==> src/rtl/cpu_alu_pkg.sv <==
// Shared types and constants for the ALU arbiter slice.
package cpu_alu_pkg;

    localparam int ALU_CTRL_W = 4;

    typedef enum logic [ALU_CTRL_W-1:0] {
        ALU_ADD  = 4'd0,
        ALU_SUB  = 4'd1,
        ALU_AND  = 4'd2,
        ALU_OR   = 4'd3,
        ALU_XOR  = 4'd4,
        ALU_SLL  = 4'd5,
        ALU_SRL  = 4'd6,
        ALU_SRA  = 4'd7,
        ALU_SLT  = 4'd8,
        ALU_SLTU = 4'd9
    } alu_op_t;

    typedef enum logic [1:0] {
        IDLE,
        EXEC,
        RESP
    } state_t;

endpackage

==> src/rtl/cpu_alu.sv <==
// Combinational integer ALU; unknown op codes yield a zero result.
module cpu_alu
    import cpu_alu_pkg::*;
#(
    parameter int XLEN = 32
) (
    input  logic [XLEN-1:0]       operand_a_i,
    input  logic [XLEN-1:0]       operand_b_i,
    input  logic [ALU_CTRL_W-1:0] control_i,
    output logic [XLEN-1:0]       result_o,
    output logic                  zero_o,
    output logic                  less_than_o,
    output logic                  unsigned_less_than_o
);

    localparam int SHW = $clog2(XLEN);

    logic [SHW-1:0] shamt;

    assign shamt                = operand_b_i[SHW-1:0];
    assign less_than_o          = $signed(operand_a_i) < $signed(operand_b_i);
    assign unsigned_less_than_o = operand_a_i < operand_b_i;
    assign zero_o               = (result_o == '0);

    // Operation decode; flags above are independent of the op code.
    always_comb begin
        result_o = '0;
        case (control_i)
            ALU_ADD:  result_o = operand_a_i + operand_b_i;
            ALU_SUB:  result_o = operand_a_i - operand_b_i;
            ALU_AND:  result_o = operand_a_i & operand_b_i;
            ALU_OR:   result_o = operand_a_i | operand_b_i;
            ALU_XOR:  result_o = operand_a_i ^ operand_b_i;
            ALU_SLL:  result_o = operand_a_i << shamt;
            ALU_SRL:  result_o = operand_a_i >> shamt;
            ALU_SRA:  result_o = $signed(operand_a_i) >>> shamt;
            ALU_SLT:  result_o = {{(XLEN-1){1'b0}}, less_than_o};
            ALU_SLTU: result_o = {{(XLEN-1){1'b0}}, unsigned_less_than_o};
            default:  result_o = '0;
        endcase
    end

endmodule

==> src/rtl/cpu_alu_arbiter.sv <==
// Round-robin arbiter sharing one cpu_alu between NUM_REQ requesters.
module cpu_alu_arbiter
    import cpu_alu_pkg::*;
#(
    parameter int XLEN    = 32,
    parameter int NUM_REQ = 2
) (
    input  logic                         clk,
    input  logic                         rst_n,
    input  logic [NUM_REQ-1:0]           req_valid,
    output logic [NUM_REQ-1:0]           req_ready,
    input  logic [NUM_REQ*XLEN-1:0]      req_operand_a,
    input  logic [NUM_REQ*XLEN-1:0]      req_operand_b,
    input  logic [NUM_REQ*ALU_CTRL_W-1:0] req_control,
    output logic [NUM_REQ-1:0]           rsp_valid,
    input  logic [NUM_REQ-1:0]           rsp_ready,
    output logic [XLEN-1:0]              rsp_result,
    output logic                         rsp_zero,
    output logic                         rsp_less_than,
    output logic                         rsp_unsigned_less_than,
    output logic                         busy
);

    localparam int IDX_W = $clog2(NUM_REQ);

    state_t                state_q;
    logic [IDX_W-1:0]      last_grant_q;
    logic [IDX_W-1:0]      owner_q;
    logic [XLEN-1:0]       op_a_q;
    logic [XLEN-1:0]       op_b_q;
    logic [ALU_CTRL_W-1:0] ctrl_q;
    logic [XLEN-1:0]       res_q;
    logic                  zero_q;
    logic                  lt_q;
    logic                  ult_q;
    logic [NUM_REQ-1:0]    rsp_valid_q;
    logic                  busy_q;

    logic [XLEN-1:0]       opa_arr [NUM_REQ];
    logic [XLEN-1:0]       opb_arr [NUM_REQ];
    logic [ALU_CTRL_W-1:0] ctl_arr [NUM_REQ];

    logic [IDX_W-1:0]      winner;
    logic [IDX_W-1:0]      cand;
    logic                  found;
    logic                  accept;

    logic [XLEN-1:0]       alu_result;
    logic                  alu_zero;
    logic                  alu_lt;
    logic                  alu_ult;

    for (genvar g = 0; g < NUM_REQ; g++) begin : g_unpack
        assign opa_arr[g] = req_operand_a[g*XLEN +: XLEN];
        assign opb_arr[g] = req_operand_b[g*XLEN +: XLEN];
        assign ctl_arr[g] = req_control[g*ALU_CTRL_W +: ALU_CTRL_W];
    end

    // Round-robin pick: first valid requester after last_grant, with wrap.
    always_comb begin
        found  = 1'b0;
        winner = last_grant_q;
        cand   = '0;
        for (int unsigned k = 1; k <= NUM_REQ; k++) begin
            cand = IDX_W'((32'(last_grant_q) + k) % 32'(NUM_REQ));
            if (!found && req_valid[cand]) begin
                found  = 1'b1;
                winner = cand;
            end
        end
    end

    // Grant only in IDLE and never while reset is asserted.
    always_comb begin
        req_ready = '0;
        if (rst_n && (state_q == IDLE) && found) begin
            req_ready[winner] = 1'b1;
        end
    end

    assign accept = |req_ready;

    cpu_alu #(
        .XLEN(XLEN)
    ) u_alu (
        .operand_a_i          (op_a_q),
        .operand_b_i          (op_b_q),
        .control_i            (ctrl_q),
        .result_o             (alu_result),
        .zero_o               (alu_zero),
        .less_than_o          (alu_lt),
        .unsigned_less_than_o (alu_ult)
    );

    // Control FSM with operand capture, response capture and registered outputs.
    always_ff @(posedge clk) begin
        if (!rst_n) begin
            state_q      <= IDLE;
            last_grant_q <= IDX_W'(NUM_REQ - 1);
            owner_q      <= '0;
            op_a_q       <= '0;
            op_b_q       <= '0;
            ctrl_q       <= '0;
            res_q        <= '0;
            zero_q       <= 1'b0;
            lt_q         <= 1'b0;
            ult_q        <= 1'b0;
            rsp_valid_q  <= '0;
            busy_q       <= 1'b0;
        end else begin
            case (state_q)
                IDLE: begin
                    if (accept) begin
                        op_a_q       <= opa_arr[winner];
                        op_b_q       <= opb_arr[winner];
                        ctrl_q       <= ctl_arr[winner];
                        owner_q      <= winner;
                        last_grant_q <= winner;
                        busy_q       <= 1'b1;
                        state_q      <= EXEC;
                    end
                end
                EXEC: begin
                    res_q       <= alu_result;
                    zero_q      <= alu_zero;
                    lt_q        <= alu_lt;
                    ult_q       <= alu_ult;
                    rsp_valid_q <= NUM_REQ'(1) << owner_q;
                    state_q     <= RESP;
                end
                RESP: begin
                    if (rsp_ready[owner_q]) begin
                        rsp_valid_q <= '0;
                        busy_q      <= 1'b0;
                        state_q     <= IDLE;
                    end
                end
                default: begin
                    state_q <= IDLE;
                end
            endcase
        end
    end

    assign rsp_valid              = rsp_valid_q;
    assign rsp_result             = res_q;
    assign rsp_zero               = zero_q;
    assign rsp_less_than          = lt_q;
    assign rsp_unsigned_less_than = ult_q;
    assign busy                   = busy_q;

endmodule

==> config.mk <==
export PLATFORM = sky130hd
export DESIGN_NAME = cpu_alu_arbiter
export DESIGN_NICKNAME = d
export VERILOG_FILES = /design/src/rtl/cpu_alu_pkg.sv /design/src/rtl/cpu_alu.sv /design/src/rtl/cpu_alu_arbiter.sv
export SDC_FILE = /design/constraint.sdc
export NUM_CORES = 1
export LEC_CHECK = 0
export CAP_MARGIN = 20
export CELL_PAD_IN_SITES_DETAIL_PLACEMENT = 1
export CELL_PAD_IN_SITES_GLOBAL_PLACEMENT = 1
export CORE_ASPECT_RATIO = 0.9
export CORE_MARGIN = 2
export CORE_UTILIZATION = 47
export CTS_BUF_LIST = sky130_fd_sc_hd__clkbuf_8
export CTS_CLUSTER_DIAMETER = 120
export CTS_CLUSTER_SIZE = 20
export DETAILED_ROUTE_END_ITERATION = 8
export PLACE_DENSITY_LB_ADDON = 0.1
export SLEW_MARGIN = 20
export SYNTH_ARGS = -nofsm -noshare
export SYNTH_HDL_FRONTEND = slang
export SYNTH_HIERARCHICAL = 1
export SYNTH_SLANG_ARGS = --single-unit
==> constraint.sdc <==
create_clock -name clk -period 10.8 [get_ports clk]
set_clock_uncertainty 0.2 [all_clocks]
set_input_delay 1.08 -clock clk [delete_from_list [all_inputs] [get_ports clk]]
set_output_delay 1.08 -clock clk [all_outputs]
set_load 0.005 [all_outputs]
==> results_dict.tcl, run 1 <==
set metrics [dict create \
    antenna_found_initial 5 \
    coreArea_sq_mm 0.0320 \
    worst-path-max-fanout 55 \
    design_area_sq_mm 0.0174 \
    synth_common_cells "nand2_1 (206), a21oi_1 (188), o21ai_0 (157), nor2_1 (134), clkbuf_1 (112)" \
    status "complete, no violations" \
    die_x_microns 195 \
    syn_area_per_cell_sq_um 7.57 \
    post-cts-setup-buffers 0 \
    relSlewSlack_pct 17.4 \
    total_power_mw 2.12 \
    cpPeakStageDelay_ps 690 \
    grt-ovfl-total 0 \
    crit_required_ps 10990 \
    io_buffers 181 \
    num_vias 18074 \
    worstMarginPinSlew_ps 1230 \
    start_util_pct 47.9 \
    ioPinCount 182 \
    yosys.area.top_type "dfxtp_1" \
    min_period_ps 6190 \
    dpl-instance-area_sq_mm 0.0171 \
    first_global_vias 17700 \
    syn-num-nets 2270 \
    tns_ps 0 \
    grt_pass1_wl_mm 110 \
    setup_viol_count_final 0 \
    routed_via_density 7.26 \
    synth-seq-area-share_pct 14.3 \
    synthCells 2028 \
    synth-async-reset-ratio_pct 0 \
    synth_edf_count 0 \
    postCtsHoldBufs 0 \
    synth_top_area_share_pct 14.3 \
    critPathLaunchType "flop" \
    post-route-period-util_pct 57.3 \
    htreeDepth 3 \
    ys_warn_count 6 \
    drt-met1-wl_mm 30.5 \
    drc 0 \
    clk_pin_slew_ps 120 \
    rsz0062_at_grt "no" \
    slew_viol_final 0 \
    slowest_stage "a21oi_1" \
    grt_max_degree 71 \
    firstDrtPassIters 7 \
    ant_nets 0 \
    ir_drop_v 0.0000734 \
    dp_hpwl_mm 54.7 \
    instances_no_fill 2488 \
    max_cap_viol_count 0 \
    cts_tree "yes" \
    drive_above_1_share_pct 12.9 \
    num-nets-final 2309 \
    rrSetupSlack_ps 4610 \
    cts_max_path_buffers 2 \
    dieArea_sq_mm 0.0341 \
    worst_setup_path_end_kind "flop" \
    cts_root_buffer "clkbuf_8" \
    p_per_area_mw_per_mm2 122 \
    clock_latency_ps 500 \
    row_count 62 \
    grtUsageTotal_pct 42.0 \
    diodes 0 \
    dr.max_layer_used "met5" \
    synth_most_common_cell "nand2_1" \
    synth_area_sq_mm 0.0154 \
    crit_top_cell "a21oi_1" \
    synth_ff_type "dfxtp_1" \
    finalHoldViolations 0 \
    arrival_ps 6390 \
    synth_area_leaders "dfxtp_1 (14%), ha_1 (8.0%), mux4_2 (6.7%)" \
    critPathKind "reg -> reg" \
    cts.repair.resized 0 \
    whs_ps 261 \
    fillCellCount 3965 \
    place.gp.congestion 1.17 \
    synth.distinct_cells 98 \
    ys_ff_latch 110 \
    routedWlPerCell_microns 29.4 \
    wl_met2_mm 31.6 \
    hp-class "reg -> reg" \
    dp.cells 2472 \
    finalWirelength_mm 73.2 \
    wl_met3_mm 7.85 \
    p_leak_nw 6.02 \
    max_freq_mhz 161 \
    dieHeight_microns 175 \
    clock-sinks 110 \
    cts_made_buffers 9 \
    drt_iter0_drc 2342 \
    crit_chain "buf_4, inv_1, buf_4, ha_1, or4_1, a21oi_1, a21oi_1, a21oi_1, a41oi_1, nand4_1, nand4_1, or4b_1, nor4_1, nor3b_2, nand2_1, a21oi_1" \
    syn_to_final_growth_pct 13.1 \
]
==> sequential cells by signal (all words and copies together), names as in the netlist <==
name / count
busy: 1
ctrl_q: 4
last_grant_q: 1
op_a_q: 32
op_b_q: 32
owner_q: 1
rsp_less_than: 1
rsp_result: 32
rsp_unsigned_less_than: 1
rsp_valid: 2
rsp_zero: 1
state_q: 2
==> worst max-delay path: cells and delay by family (launching register included) <==
kind	cells	cell delay (ps)
adders and majority gates	1	460
and+or+nand+nor	7	2200
AOI/OAI and AO/OA	5	1930
DFF	1	330
buffers and inverters	3	940
==> metal layers <==
layer / GRT usage, % / vias up
li1: - / 7708
met1: 56.2 / 8984
met2: 64.9 / 1143
met3: 9.97 / 233
met4: 17.3 / 6
met5: 0 / -
==> cell type report <==
cell class,count,area [sq um],share of cell area [%]
clock buffers,9,124,0.713
inverters,104,394,2.27
flip-flops and latches,110,2210,12.7
multi-input cells,1617,11900,68.4
repair buffers,225,2140,12.3
clock inverters,7,101,0.583
well taps,416,520,3.00
==> cell families after synthesis <==
group,after synthesis,share of synthesized area (%)
AOI/OAI and AO/OA,735,34.8
xor gates and xnor gates,15,0.855
adders and majority gates,100,8.25
buffers and inverters,301,8.74
DFF,110,14.3
muxes,140,13.4
and+or+nand+nor,627,19.7
==> final timing paths <==
path                                      from             end  cells past startpoint
worst max-delay path                 op_b_q[3]        rsp_zero                     16
worst min-delay path            rsp_result[20]  rsp_result[20]                      2
worst max register to register       op_b_q[3]        rsp_zero                     16
worst min register to register  rsp_result[20]  rsp_result[20]                      2
==> stage by stage <==
step / setup WS (ps) / utilization [%]
6_report: 4610 / 54.2
3_5_place_dp: 4870 / 53.5
5_1_grt: 4380 / 54.2
2_1_floorplan: 5170 / -
3_3_place_gp: 4810 / 53.5
4_1_cts: 4800 / 54.2
==> report_power, final <==
part           switching (mW)  internal, mW  leakage, nW
sequential             0.0826         0.446        0.904
clock                   0.205         0.115        0.109
combinational           0.806         0.465         5.01
total                    1.09          1.03         6.02
==> placed cells by master, fill, tap and decap left out, drive strengths merged, types with 15 or more instances in the layout <==
| cell type | instances |
|---|---|
| o211ai | 36 |
| a21o | 17 |
| clkdlybuf4s50 | 181 |
| a211oi | 28 |
| a21oi | 217 |
| dfxtp | 110 |
| nor3 | 37 |
| a22oi | 20 |
| inv | 105 |
| a311oi | 73 |
| nor2 | 135 |
| nand3 | 106 |
| o21ai | 158 |
| ha | 98 |
| a31oi | 17 |
| nand2 | 206 |
| nand2b | 15 |
| mux2i | 63 |
| buf | 44 |
| nor2b | 20 |
| o22ai | 27 |
| o31ai | 18 |
| mux2 | 29 |
| mux4 | 48 |
(Power assumes the default switching activity.)
==> run 2: changes to the inputs <==
--- a/config.mk
+++ b/config.mk
@@ -10,7 +10,7 @@
 export CELL_PAD_IN_SITES_GLOBAL_PLACEMENT = 1
 export CORE_ASPECT_RATIO = 0.9
 export CORE_MARGIN = 2
-export CORE_UTILIZATION = 47
+export CORE_UTILIZATION = 44
 export CTS_BUF_LIST = sky130_fd_sc_hd__clkbuf_8
 export CTS_CLUSTER_DIAMETER = 120
 export CTS_CLUSTER_SIZE = 20
==> constraint.sdc (replaced) <==
create_clock -name clk -period 6 [get_ports clk]
set_clock_uncertainty 0.2 [all_clocks]
set_input_delay 0.6 -clock clk [delete_from_list [all_inputs] [get_ports clk]]
set_output_delay 0.6 -clock clk [all_outputs]
set_load 0.005 [all_outputs]
==> run 2 against run 1 <==
Against the previous run:
- sequential power grew 76%
- sequential share of layout area shrank 0.40 points
- largest cell class unchanged
- cell count grew 4.3%
- sequential cell count unchanged
- largest power group unchanged
- maximum frequency is 11% higher
==> results_dict.tcl, run 2 (same netlist as run 1, synthesis figures left out) <==
set metrics [dict create \
    status "complete, no violations" \
    syn_to_final_growth_pct 16.8 \
    cts_root_buffer "clkbuf_8" \
    antenna_found_initial 1 \
    dp.cells 2579 \
    grt_pass1_wl_mm 114 \
    final_core_util_pct 52.5 \
    clock_latency_ps 470 \
    arrival_ps 5790 \
    row_count 64 \
    routed_via_density 7.03 \
    num_vias 18242 \
    drc 0 \
    crit_chain "inv_1, ha_1, or3b_2, a311oi_1, nor3_1, a311oi_1, a21oi_1, a2111oi_0, a22oi_1, nor4_1, or4bb_1, nor4_1, nor3b_2, nand2_1, a21oi_1" \
    p_per_area_mw_per_mm2 215 \
    layout_commonest_cell "nand2_1" \
    io_buffers 181 \
    routedWlPerCell_microns 29.7 \
    hp-class "reg -> reg" \
    design_area_sq_mm 0.0179 \
    instances_no_fill 2596 \
    worst-path-max-fanout 17 \
    drt_iter0_drc 2317 \
    regToRegStartpoint "op_a_q[12]" \
    cts_made_buffers 9 \
    coreArea_sq_mm 0.0342 \
    dpl-instance-area_sq_mm 0.0177 \
    cts_tree "yes" \
    cp_top_family "compound AO/OA/AOI/OAI gates" \
    dp_hpwl_mm 60.1 \
    max_cap_viol_count 0 \
    die_x_microns 201 \
    ir_drop_v 0.000136 \
    worst_setup_path_end_kind "flop" \
    grtUsageTotal_pct 41.3 \
    drive_above_1_share_pct 15.4 \
    max_freq_mhz 179 \
    first_global_vias 17864 \
    crit_path_start "op_a_q[12]" \
    setup_viol_count_final 0 \
    relSlewSlack_pct 22.5 \
    grt_max_degree 77 \
    critPathLaunchType "flop" \
    clock-sinks 110 \
    crit_required_ps 6200 \
    htreeDepth 3 \
    dieHeight_microns 181 \
    finalHoldViolations 0 \
    cpPeakStageDelay_ps 700 \
    post-cts-setup-buffers 0 \
    grt-ovfl-total 0 \
    slowest_stage "a311oi_1" \
    place.gp.congestion 1.05 \
    critPathKind "reg -> reg" \
    start_util_pct 44.9 \
    p_leak_nw 6.34 \
    final_cell_mix "nand2_1 (205), a21oi_1 (188), clkdlybuf4s50_1 (181), o21ai_0 (157), nor2_1 (134)" \
    min_period_ps 5590 \
    slew_viol_final 0 \
    tns_ps 0 \
    rsz0062_at_grt "no" \
    worstMarginPinSlew_ps 1140 \
    dieArea_sq_mm 0.0364 \
    ioPinCount 182 \
    rrSetupSlack_ps 410 \
    cts_max_path_buffers 2 \
    num-nets-final 2370 \
    post-route-period-util_pct 93.2 \
    ant_nets 0 \
    crit_buf_inv 1 \
    finalWirelength_mm 77.2 \
    firstDrtPassIters 6 \
    hold_start "rsp_result[16]" \
    clk_pin_slew_ps 120 \
]
run 2: path summary, 6_finish.rpt:
path | cells past startpoint | end
worst max-delay path | 15 | rsp_zero
worst min register to register | 2 | rsp_result[16]
worst min-delay path | 2 | rsp_result[16]
worst max register to register | 15 | rsp_zero
run 2: worst reg2reg max path, cell delays in order, from the launching register on:
cell       delay, ps
dfxtp_1          490
inv_1            100
ha_1             670
or3b_2           510
a311oi_1         700
nor3_1           160
a311oi_1         500
a21oi_1          140
a2111oi_0        510
a22oi_1          200
nor4_1           290
or4bb_1          420
nor4_1           250
nor3b_2          190
nand2_1           70
a21oi_1          130
run 2: cell type report:
| type | count | area [sq um] |
|---|---|---|
| Fill cell | 4228 | 16300 |
| Multi-Input combinational cell | 1617 | 11900 |
| Timing Repair Buffer | 286 | 2690 |
| Sequential cell | 110 | 2210 |
| Tap cell | 462 | 578 |
| Inverter | 104 | 394 |
| Clock buffer | 10 | 138 |
| Clock inverter | 6 | 52.6 |
| Antenna cell | 1 | 2.50 |
run 2: report_power, final:
group	total, mW	switching (mW)	internal (mW)
sequential	0.928	0.126	0.802
clock	0.498	0.327	0.170
combinational	2.42	1.52	0.899
total	3.85	1.98	1.87
run 2: per-layer routing:
metal / up-vias / global-route usage [%] / part of all wire [%]
met5: - / 0 / 0
met4: 0 / 15.7 / 3.7
met3: 179 / 9.43 / 11
met2: 1148 / 64.1 / 44
met1: 9098 / 55.5 / 42
li1: 7817 / - / -
run 2: timing repair:
item,CTS,global route
hold buffers,0,0
gates resized for setup,0,1
endpoints found under the hold margin,0,0
endpoints found under the setup margin,0,1
run 2: stage by stage:
stage	setup WS, ps	power (mW)	hold WS (ps)
final	408	3.85	259
after global routing	67.1	4.01	291
after CTS	542	3.76	264
after detailed placement	599	3.26	248
after global placement	656	3.19	241
after floorplan	367	2.37	253
==> run 3: changes to the inputs <==
--- a/config.mk
+++ b/config.mk
@@ -12,7 +12,7 @@
 export CORE_MARGIN = 2
 export CORE_UTILIZATION = 44
 export CTS_BUF_LIST = sky130_fd_sc_hd__clkbuf_8
-export CTS_CLUSTER_DIAMETER = 120
+export CTS_CLUSTER_DIAMETER = 60
 export CTS_CLUSTER_SIZE = 20
 export DETAILED_ROUTE_END_ITERATION = 8
 export PLACE_DENSITY_LB_ADDON = 0.1
==> results of run 3 <==
Final layout, timing and power as in run 2 (identical DEF).
